**src/rtl/memory_arbiter_pkg.sv**
```systemverilog
// Shared types for the instruction/data memory arbiter.
//   word_t      : 32-bit bus word, reused for addresses and data
//   ramstate_t  : status reported by the single-ported RAM
//   arb_state_t : arbiter FSM state
//   ARB_I/ARB_D : encoding of the last-granted side
package memory_arbiter_pkg;

    typedef logic [31:0] word_t;

    typedef enum logic [1:0] {
        FREE   = 2'd0,
        BUSY   = 2'd1,
        ACCESS = 2'd2,
        ERROR  = 2'd3
    } ramstate_t;

    typedef enum logic [1:0] {
        IDLE  = 2'd0,
        ISERV = 2'd1,
        DSERV = 2'd2,
        FAULT = 2'd3
    } arb_state_t;

    localparam logic ARB_I = 1'b0;
    localparam logic ARB_D = 1'b1;

endpackage

```
**src/rtl/memory_arbiter_if.sv**
```systemverilog
// Bundle of fetch-port, data-port and RAM-side signals for memory_arbiter.
//   modport arb : arbiter view (requests and RAM status in, waits/loads/RAM controls out)
//   modport tb  : environment view (CPU datapath and RAM model together)
interface memory_arbiter_if;
    import memory_arbiter_pkg::*;

    logic      iREN;
    word_t     iaddr;
    logic      iwait;
    word_t     iload;

    logic      dREN;
    logic      dWEN;
    word_t     daddr;
    word_t     dstore;
    logic      dwait;
    word_t     dload;

    logic      ramREN;
    logic      ramWEN;
    word_t     ramaddr;
    word_t     ramstore;
    word_t     ramload;
    ramstate_t ramstate;

    logic      err;

    modport arb (
        input  iREN, iaddr, dREN, dWEN, daddr, dstore, ramload, ramstate,
        output iwait, iload, dwait, dload, ramREN, ramWEN, ramaddr, ramstore, err
    );

    modport tb (
        output iREN, iaddr, dREN, dWEN, daddr, dstore, ramload, ramstate,
        input  iwait, iload, dwait, dload, ramREN, ramWEN, ramaddr, ramstore, err
    );

endinterface

```
**src/rtl/memory_arbiter_timeout.sv**
```systemverilog
// Service watchdog counter for memory_arbiter.
//   CLK      : clock, rising edge
//   RST      : synchronous reset, active-high
//   clr_i    : force count to zero (held while no transaction is granted)
//   en_i     : count one service cycle
//   expire_o : count has reached TIMEOUT-1
module memory_arbiter_timeout #(
    parameter int unsigned TIMEOUT = 16
) (
    input  logic CLK,
    input  logic RST,
    input  logic clr_i,
    input  logic en_i,
    output logic expire_o
);

    logic [7:0] cnt_q;
    logic [7:0] cnt_d;

    always_comb begin
        cnt_d = cnt_q;
        if (clr_i) begin
            cnt_d = 8'd0;
        end else if (en_i) begin
            cnt_d = cnt_q + 8'd1;
        end
    end

    always_ff @(posedge CLK) begin
        if (RST) begin
            cnt_q <= 8'd0;
        end else begin
            cnt_q <= cnt_d;
        end
    end

    assign expire_o = (cnt_q == 8'(TIMEOUT - 1));

endmodule

```
**src/rtl/memory_arbiter.sv**
```systemverilog
// Arbitrates the single-ported RAM between the instruction-fetch port and
// the data port. One side is granted at a time; the granted transaction is
// latched and held on the RAM bus until ACCESS, an abort, or a fault.
//   CLK  : clock, rising edge
//   RST  : synchronous reset, active-high
//   bus  : memory_arbiter_if.arb (fetch port, data port, RAM port, err)
//
//   state | meaning
//   ------+-----------------------------------------------
//   IDLE  | no transaction granted, RAM controls at zero
//   ISERV | fetch granted, latched read on the RAM bus
//   DSERV | data access granted, latched read/write on bus
//   FAULT | RAM error or watchdog expiry; err held, only RST exits
module memory_arbiter
    import memory_arbiter_pkg::*;
#(
    parameter int unsigned TIMEOUT = 16
) (
    input  logic          CLK,
    input  logic          RST,
    memory_arbiter_if.arb bus
);

    arb_state_t state_q;
    logic       lastgnt_q;
    word_t      addr_q;
    word_t      store_q;
    logic       ren_q;
    logic       wen_q;
    logic       err_q;

    logic dreq;
    logic access;
    logic in_serv;
    logic gnt_i;
    logic gnt_d;
    logic done;
    logic abort;
    logic fault;
    logic expire;

    memory_arbiter_timeout #(.TIMEOUT(TIMEOUT)) u_timeout (
        .CLK      (CLK),
        .RST      (RST),
        .clr_i    (state_q == IDLE),
        .en_i     (in_serv),
        .expire_o (expire)
    );

    always_comb begin
        dreq    = bus.dREN | bus.dWEN;
        access  = (bus.ramstate == ACCESS);
        in_serv = (state_q == ISERV) || (state_q == DSERV);

        // Under contention the side that did not win last time gets the grant.
        gnt_d = dreq & (~bus.iREN | (lastgnt_q == ARB_I));
        gnt_i = bus.iREN & (~dreq | (lastgnt_q == ARB_D));

        // Completion beats everything; writes (wen_q) are never aborted.
        done  = in_serv & access;
        abort = in_serv & ~access &
                (((state_q == ISERV) & ~bus.iREN) |
                 ((state_q == DSERV) & ~wen_q & ~bus.dREN));
        fault = in_serv & ~access & ~abort &
                ((bus.ramstate == ERROR) | expire);
    end

    always_ff @(posedge CLK) begin
        if (RST) begin
            state_q   <= IDLE;
            lastgnt_q <= ARB_I;
            addr_q    <= '0;
            store_q   <= '0;
            ren_q     <= 1'b0;
            wen_q     <= 1'b0;
            err_q     <= 1'b0;
        end else begin
            case (state_q)
                IDLE: begin
                    if (gnt_d) begin
                        state_q   <= DSERV;
                        lastgnt_q <= ARB_D;
                        addr_q    <= bus.daddr;
                        store_q   <= bus.dWEN ? bus.dstore : '0;
                        ren_q     <= bus.dREN;
                        wen_q     <= bus.dWEN;
                    end else if (gnt_i) begin
                        state_q   <= ISERV;
                        lastgnt_q <= ARB_I;
                        addr_q    <= bus.iaddr;
                        store_q   <= '0;
                        ren_q     <= 1'b1;
                        wen_q     <= 1'b0;
                    end
                end
                ISERV, DSERV: begin
                    if (done || abort || fault) begin
                        state_q <= fault ? FAULT : IDLE;
                        err_q   <= fault;
                        addr_q  <= '0;
                        store_q <= '0;
                        ren_q   <= 1'b0;
                        wen_q   <= 1'b0;
                    end
                end
                FAULT: begin
                    err_q <= 1'b1;
                end
                default: begin
                    state_q <= IDLE;
                end
            endcase
        end
    end

    assign bus.ramREN   = ren_q;
    assign bus.ramWEN   = wen_q;
    assign bus.ramaddr  = addr_q;
    assign bus.ramstore = store_q;
    assign bus.err      = err_q;

    assign bus.iwait = bus.iREN & ~((state_q == ISERV) & access);
    assign bus.dwait = dreq & ~((state_q == DSERV) & access);
    assign bus.iload = (state_q == ISERV) ? bus.ramload : '0;
    assign bus.dload = (state_q == DSERV) ? bus.ramload : '0;

endmodule
```
**src/flat_wrapper.sv**
```systemverilog
// flat-port wrapper written by rule: the top's interface ports become plain ports
module memory_arbiter_flat import memory_arbiter_pkg::*;
#(
    parameter int unsigned TIMEOUT = 16
)
  (CLK, RST, bus_iREN, bus_iaddr, bus_dREN, bus_dWEN, bus_daddr, bus_dstore, bus_ramload, bus_ramstate, bus_iwait, bus_iload, bus_dwait, bus_dload, bus_ramREN, bus_ramWEN, bus_ramaddr, bus_ramstore, bus_err);
  memory_arbiter_if bus_i ();
  input  logic CLK;
  input  logic RST;
  input wire logic [$bits(bus_i.iREN)-1:0] bus_iREN;
  input wire logic [$bits(bus_i.iaddr)-1:0] bus_iaddr;
  input wire logic [$bits(bus_i.dREN)-1:0] bus_dREN;
  input wire logic [$bits(bus_i.dWEN)-1:0] bus_dWEN;
  input wire logic [$bits(bus_i.daddr)-1:0] bus_daddr;
  input wire logic [$bits(bus_i.dstore)-1:0] bus_dstore;
  input wire logic [$bits(bus_i.ramload)-1:0] bus_ramload;
  input wire logic [$bits(bus_i.ramstate)-1:0] bus_ramstate;
  output wire logic [$bits(bus_i.iwait)-1:0] bus_iwait;
  output wire logic [$bits(bus_i.iload)-1:0] bus_iload;
  output wire logic [$bits(bus_i.dwait)-1:0] bus_dwait;
  output wire logic [$bits(bus_i.dload)-1:0] bus_dload;
  output wire logic [$bits(bus_i.ramREN)-1:0] bus_ramREN;
  output wire logic [$bits(bus_i.ramWEN)-1:0] bus_ramWEN;
  output wire logic [$bits(bus_i.ramaddr)-1:0] bus_ramaddr;
  output wire logic [$bits(bus_i.ramstore)-1:0] bus_ramstore;
  output wire logic [$bits(bus_i.err)-1:0] bus_err;
  assign bus_i.iREN = bus_iREN;
  assign bus_i.iaddr = bus_iaddr;
  assign bus_i.dREN = bus_dREN;
  assign bus_i.dWEN = bus_dWEN;
  assign bus_i.daddr = bus_daddr;
  assign bus_i.dstore = bus_dstore;
  assign bus_i.ramload = bus_ramload;
  assign bus_i.ramstate = bus_ramstate;
  assign bus_iwait = bus_i.iwait;
  assign bus_iload = bus_i.iload;
  assign bus_dwait = bus_i.dwait;
  assign bus_dload = bus_i.dload;
  assign bus_ramREN = bus_i.ramREN;
  assign bus_ramWEN = bus_i.ramWEN;
  assign bus_ramaddr = bus_i.ramaddr;
  assign bus_ramstore = bus_i.ramstore;
  assign bus_err = bus_i.err;
  memory_arbiter #(.TIMEOUT(TIMEOUT)) u_core (.CLK(CLK), .RST(RST), .bus(bus_i));
endmodule
```
**config.mk**
```make
export PLATFORM = sky130hd
export DESIGN_NAME = memory_arbiter_flat
export DESIGN_NICKNAME = d
export VERILOG_FILES = /design/src/rtl/memory_arbiter_pkg.sv /design/src/rtl/memory_arbiter_if.sv /design/src/rtl/memory_arbiter_timeout.sv /design/src/rtl/memory_arbiter.sv /design/src/flat_wrapper.sv
export SDC_FILE = /design/constraint.sdc
export NUM_CORES = 1
export LEC_CHECK = 0
export BUFFER_PORTS_ARGS = -buffer_cell sky130_fd_sc_hd__buf_2
export CAP_MARGIN = 10
export CORE_ASPECT_RATIO = 0.8
export CORE_MARGIN = 3
export CORE_UTILIZATION = 46
export DETAILED_ROUTE_END_ITERATION = 12
export HOLD_SLACK_MARGIN = 0.05
export PLACE_DENSITY = 0.86
export SYNTH_ARGS = -nofsm -noshare
export SYNTH_HDL_FRONTEND = slang
export SYNTH_HIERARCHICAL = 1
export SYNTH_SLANG_ARGS = --single-unit
```
**constraint.sdc**
```tcl
create_clock -name CLK -period 6.1 [get_ports CLK]
set_input_delay 0.305 -clock CLK [delete_from_list [all_inputs] [get_ports CLK]]
set_output_delay 0.305 -clock CLK [all_outputs]
set_load 0.02 [all_outputs]
```
Word-level counts from Yosys, hierarchy flattened
Cells that the tools add are included.
{ "totals": {"word_cells": 82, "register_bits": 78, "output_inout_bits": 133, "in_bits": 135} }
{ "op_classes": {"muxes": 25, "addsub": 1, "n_reduce_logical": 12, "eq_ne": 8, "n_bitwise": 28} }
{ "ops": {"columns": ["operator", "n"], "rows": [
  ["two-way mux 32 bit", 8],
  ["case mux 32 bit (2 select lines)", 2],
  ["AND 1 bit", 14],
  ["NOT 1 bit", 9],
  ["adder 8 x 1 -> 8 bit (second input constant)", 1],
  ["== test 2 bit (second input constant)", 4],
  ["== test 8 x 4 -> 1 bit (second input constant)", 1],
  ["two-way mux 2 bit", 4],
  ["two-way mux 1 bit", 7],
  ["case mux 1 bit (2 select lines)", 3],
  ["nonzero test 2 bit", 3],
  ["OR 1 bit", 5],
  ["case mux 2 bit (2 select lines)", 1],
  ["AND reduction 2 bit", 2],
  ["OR reduction 2 bit", 2],
  ["logical OR 1 bit", 3],
  ["inequality test 3 x 1 -> 1 bit (second input constant)", 1],
  ["AND reduction 3 bit", 1],
  ["== test 2 x 1 -> 1 bit (second input constant)", 1],
  ["logical NOT 2 bit", 1],
  ["inequality test 2 x 1 -> 1 bit (second input constant)", 1]
]} }

Longest topological paths before layout
{ "logic_depth": {"ltp_word": 11, "ltp_mapped": 9} }

Cells and area by module
The synthesis kept the hierarchy.
{ "by_module_without_submodules": {"columns": ["mod", "cells_each", "instances", "area_each_um2"], "rows": [
  ["memory_arbiter", 447, 1, 3804.9],
  ["memory_arbiter_timeout", 40, 1, 357.8]
]} }

Worst setup path after synthesis
OpenSTA, ideal clock, no wires.
{ "synth_path": {"path_kind": "register -> register", "from": "register u_core.state_q[0]", "to": "register u_core.store_q[10] (netlist: u_core/bus.ramstore[10])", "path_stages_with_launch": 9, "required_time_ps": 5981, "t_arrival_ps": 1778, "path_buffers": 2, "path_slack_ps": 4203, "cell_sequence": "dfxtp_1 -> inv_1 -> ha_1 -> nand2b_1 -> a2111o_1 -> buf_2 -> buf_1 -> nand4_1 -> o21ai_1"} }
{ "synth_between": {"word_cells_on_any_way": 22, "cone_classes": "eq/ne (4); mux (1); bitwise (10); reduce/logical (7)"} }
{ "synth_lines": {"columns": ["element", "line_no", "source"], "rows": [
  ["start: declaration", "memory_arbiter.sv:24", "arb_state_t state_q;"],
  ["start signal: assignment", "memory_arbiter.sv:98", "state_q <= fault ? FAULT : IDLE;"],
  ["== test 2 x 1 -> 1 bit / == test 2 bit (equally long branches)", "memory_arbiter.sv:53", "in_serv = (state_q == ISERV) || (state_q == DSERV);"],
  ["logical OR 1 bit (*)", "memory_arbiter.sv:53", null],
  ["named net u_core.in_serv", "memory_arbiter.sv:34", "logic in_serv;"],
  ["AND 1 bit", "memory_arbiter.sv:61, memory_arbiter.sv:64", null],
  ["AND 1 bit", "memory_arbiter.sv:61", "abort = in_serv & ~access &"],
  ["NOT 1 bit", "memory_arbiter.sv:64", "fault = in_serv & ~access & ~abort &"],
  ["AND 1 bit (2 in a row)", "memory_arbiter.sv:64", null],
  ["logical OR 1 bit (*)", "memory_arbiter.sv:97", "if (done || abort || fault) begin"],
  ["inequality test 2 x 1 -> 1 bit (no source line) (*)", null, null],
  ["AND reduction 3 bit (no source line) (*)", null, null],
  ["end signal: assignment", "memory_arbiter.sv:84", "store_q <= bus.dWEN ? bus.dstore : '0;"],
  ["end: declaration", "memory_arbiter.sv:27", "word_t store_q;"]
]} }
The timed path passes the listed nets; every way through them passes the cells marked *.
A chain may end at the register's enable or synchronous reset.

Worst setup path in the final report
{ "layout_path": {"from": "register u_core.state_q[1]", "to": "register u_core.err_q (netlist: u_core/bus.err)"} }
{ "layout_between": {"elab_chain_cells": 11, "word_cells_on_any_way": 22, "cone_classes": "eq/ne (4); mux (2); bitwise (10); reduce/logical (6)"} }
{ "layout_lines": {"columns": ["element", "line_no", "source"], "rows": [
  ["== test 2 bit", "memory_arbiter.sv:53, memory_arbiter.sv:63, memory_arbiter.sv:78", null],
  ["AND 1 bit (2 in a row)", "memory_arbiter.sv:63", "((state_q == DSERV) & ~wen_q & ~bus.dREN));"],
  ["OR 1 bit", "memory_arbiter.sv:62", "(((state_q == ISERV) & ~bus.iREN) |"],
  ["AND 1 bit", "memory_arbiter.sv:61", null],
  ["NOT 1 bit", "memory_arbiter.sv:64", null],
  ["AND 1 bit (2 in a row)", "memory_arbiter.sv:64", null],
  ["logical OR 1 bit", "memory_arbiter.sv:97", null],
  ["inequality test 2 x 1 -> 1 bit (no source line)", null, null],
  ["AND reduction 2 bit (no source line)", null, null],
  ["end signal: assignment", "memory_arbiter.sv:99", "err_q <= fault;"],
  ["end: declaration", "memory_arbiter.sv:30", "logic err_q;"]
]} }
Parallel ways exist; a longest one is shown, timed or not. The select of a mux whose other input is x is not followed.

==> metrics <==
Total Routing Usage GR 0.242; status complete, no violations; initial DRC count between 300 and 400; crit end category flip-flop; layout cell share with drive strength beyond 1 0.411; Final ANT Viol Nets 0; ys flop type dfxtp_1; CTS tree built; worst vdd ir 0.265 mV; min-delay src bus_dstore[29]; routed vias 4454; Buf/Inv on CP 1; Area Growth Syn to Fin 38.4%; number of buffers created by CTS 9; Crit-path slowest cell a2111o_1; CP max stage delay 910 ps; post-CTS resize count 0; max_slew headroom 0.170; global-route wire length before repair 20800 um; max cap viols 0; Int Power 1440 uW; num rows 30; required time of the worst setup path 6310 ps; Worst path top cell family by delay compound AO/OA/AOI/OAI gates; Post-synth EDFFs 0; cell count after placement between 800 and 900; ant diodes 0; Clk network pwr share 0.206; final hold violation count 0; commonest non-fill, non-tap cell in the layout buf_2; Tmin final 2980 ps; Sw Share 0.453; ys async rst share 0; Routed WL per cell 15.8 um; GRT met3 Usage 0.0613; register area share after synthesis 0.375; GRT Residual Overflow 0; Finished Layout Cells 842; worst path cell trace inv_1 -> ha_1 -> nor2b_1 -> a2111o_1 -> a21oi_1 -> a311oi_1; RD Place Congestion 0.921; number of port buffers 267; Leakage approximately 0.0028 uW; P_sw approximately 1200 uW; min-delay worst type in2reg; full die area a little over 10000 um^2; setup_tns 0 ps; critical path peak fanout 35; worst-margin pin slew 1240 ps; Root Buffer clkbuf_16; Gate power share 0.520; DRC Markers 0; Global Route met1 Usage 0.317; Yosys reg bits 78; fillers ~720; Worst Setup Path Type reg2reg; pre-CTS WS 3170 ps; final slew viol count 0; busiest grt layer met2; share of power burned in registers 0.273; Worst Setup Start Kind flip-flop; reg2reg start u_core/state_q[1]; Cell variety after synth 41; synthesized area 4160 um^2; I/O pins 268; H-tree depth 3; Tcrit/Tclk final 0.488; layout net count a little under 900; HPWL after DPL 9920 um; clk buf depth 2; Starting Density 0.482; synth warn 6; pwr dens 456 nW/um^2; post-layout util 0.668; Core Footprint roughly 8600 um^2; Routed WL 13300 um; Vias per Instance ~5.3; most frequent cells in the layout 267 x buf_2, 78 x dfxtp_1, 64 x and2_1; clock slew at reported path FFs 60 ps; final setup fails 0; Fmax between 0.3 and 0.4 GHz; CP startpoint u_core/state_q[1]; DR pass1 iterations 5; Cells after Synth 487; Fin Hold WS ~220 ps; Post-CTS Setup Inserts 0; data arrival time of the worst path 3190 ps; worst setup margin 3120 ps; RSZ-0062 raised after global routing false; worst clock skew 11.4 ps; Die Span Y 91.1 um; Syn Area/Cell roughly 8.5 um^2; Die X ~110 um; syn_nets 627; clk_lat worst skew 320 ps; GR Util met2 0.408; initial antenna violation count 0; Hold Buf Count CTS 0; largest net degree at the start of global routing 72; CTS Sinks 78; number of global-route vias before repair 4120
-- flip-flops by register name (all words and copies together), names as in the netlist --
signal,cells
u_core/bus.err,1
u_core/bus.ramWEN,1
u_core/state_q,2
u_core/u_timeout/cnt_q,8
u_core/bus.ramstore,32
u_core/bus.ramaddr,32
u_core/bus.ramREN,1
u_core/lastgnt_q,1
-- through the flow --
stage / total power [uW] / instance area, um^2
3_3_place_gp: 2040 / 5460
6_report: 2630 / 5760
2_1_floorplan: 1720 / 4160
5_1_grt: 2780 / 5760
4_1_cts: 2630 / 5760
3_5_place_dp: 2090 / 5460
-- cell type report --
type / instances / area [um^2] / share of cell area
Timing Repair Buffer: 273 / 1380 / 0.240
Inverter: 4 / 15.0 / 0.00261
Clock inverter: 5 / 63.8 / 0.0111
Clock buffer: 11 / 243 / 0.0421
Multi-Input combinational cell: 359 / 2360 / 0.409
Sequential cell: 78 / 1560 / 0.271
Tap cell: 112 / 140 / 0.0243
-- synthesized netlist by cell type, types with 2 or more instances --
| cell | count | area (um^2) |
|---|---|---|
| xor2_1 | 3 | 26.3 |
| nand4_1 | 34 | 213 |
| a21oi_1 | 38 | 190 |
| clkbuf_1 | 19 | 71.3 |
| buf_1 | 6 | 22.5 |
| o21ai_0 | 29 | 145 |
| a21boi_0 | 2 | 15.0 |
| buf_6 | 6 | 67.6 |
| or2_2 | 3 | 18.8 |
| nand2b_1 | 34 | 213 |
| a311oi_1 | 2 | 17.5 |
| nor2_2 | 3 | 18.8 |
| nor2_1 | 6 | 22.5 |
| inv_1 | 4 | 15.0 |
| dfxtp_1 | 78 | 1560 |
| or3_1 | 35 | 219 |
| a31oi_1 | 2 | 12.5 |
| and2_1 | 64 | 400 |
| mux2i_1 | 33 | 330 |
| nor2b_1 | 2 | 12.5 |
| buf_2 | 11 | 55.1 |
| nand3_1 | 5 | 25.0 |
| ha_1 | 5 | 62.6 |
| o21ai_1 | 40 | 200 |
| nand2_1 | 4 | 15.0 |
| buf_4 | 3 | 22.5 |
| o211a_1 | 2 | 20.0 |
-- worst register-to-register path, stage by stage, from the launching register on --
cell and delay [ps]:
dfxtp_1 340, inv_1 90, ha_1 680, nor2b_1 400, a2111o_1 910, a21oi_1 150
a311oi_1 320
-- power by group through the flow --
| stage | sequential [uW] | combinational (uW) | clock (uW) |
|---|---|---|---|
| floorplan | 871 | 848 | 0 |
| global placement | 722 | 1320 | 0 |
| detailed placement | 728 | 1360 | 0 |
| CTS | 718 | 1360 | 553 |
| global route | 733 | 1470 | 577 |
| finish | 717 | 1370 | 542 |
-- routing by layer --
metal  share of wire  routed length [um]  up-vias
li1                -                   -     2207
met1            0.43                5670     2078
met2            0.49                6540      157
met3           0.073                 966       12
met4           0.011                 140        0
met5               0                   0        -
-- logic make-up after synthesis --
logic type               count (synthesis)  share of synthesized area
XOR/XNOR                                 4                    0.00842
adder cells (fa/ha/maj)                  5                     0.0150
buffers and inverters                   50                     0.0622
flip-flops                              78                      0.375
AO/OA/AOI/OAI                          120                      0.164
multiplexers                            33                     0.0794
AND/OR/NAND/NOR                        197                      0.295
-- worst paths after layout --
check | depth (start not counted) | end | slack, ps
max | 6 | u_core/bus.err | 3120
max reg2reg | 6 | u_core/bus.err | 3120
min | 3 | u_core/bus.ramstore[29] | 220
min reg2reg | 2 | u_core/bus.ramstore[19] | 470
(Power assumes the default switching activity.)
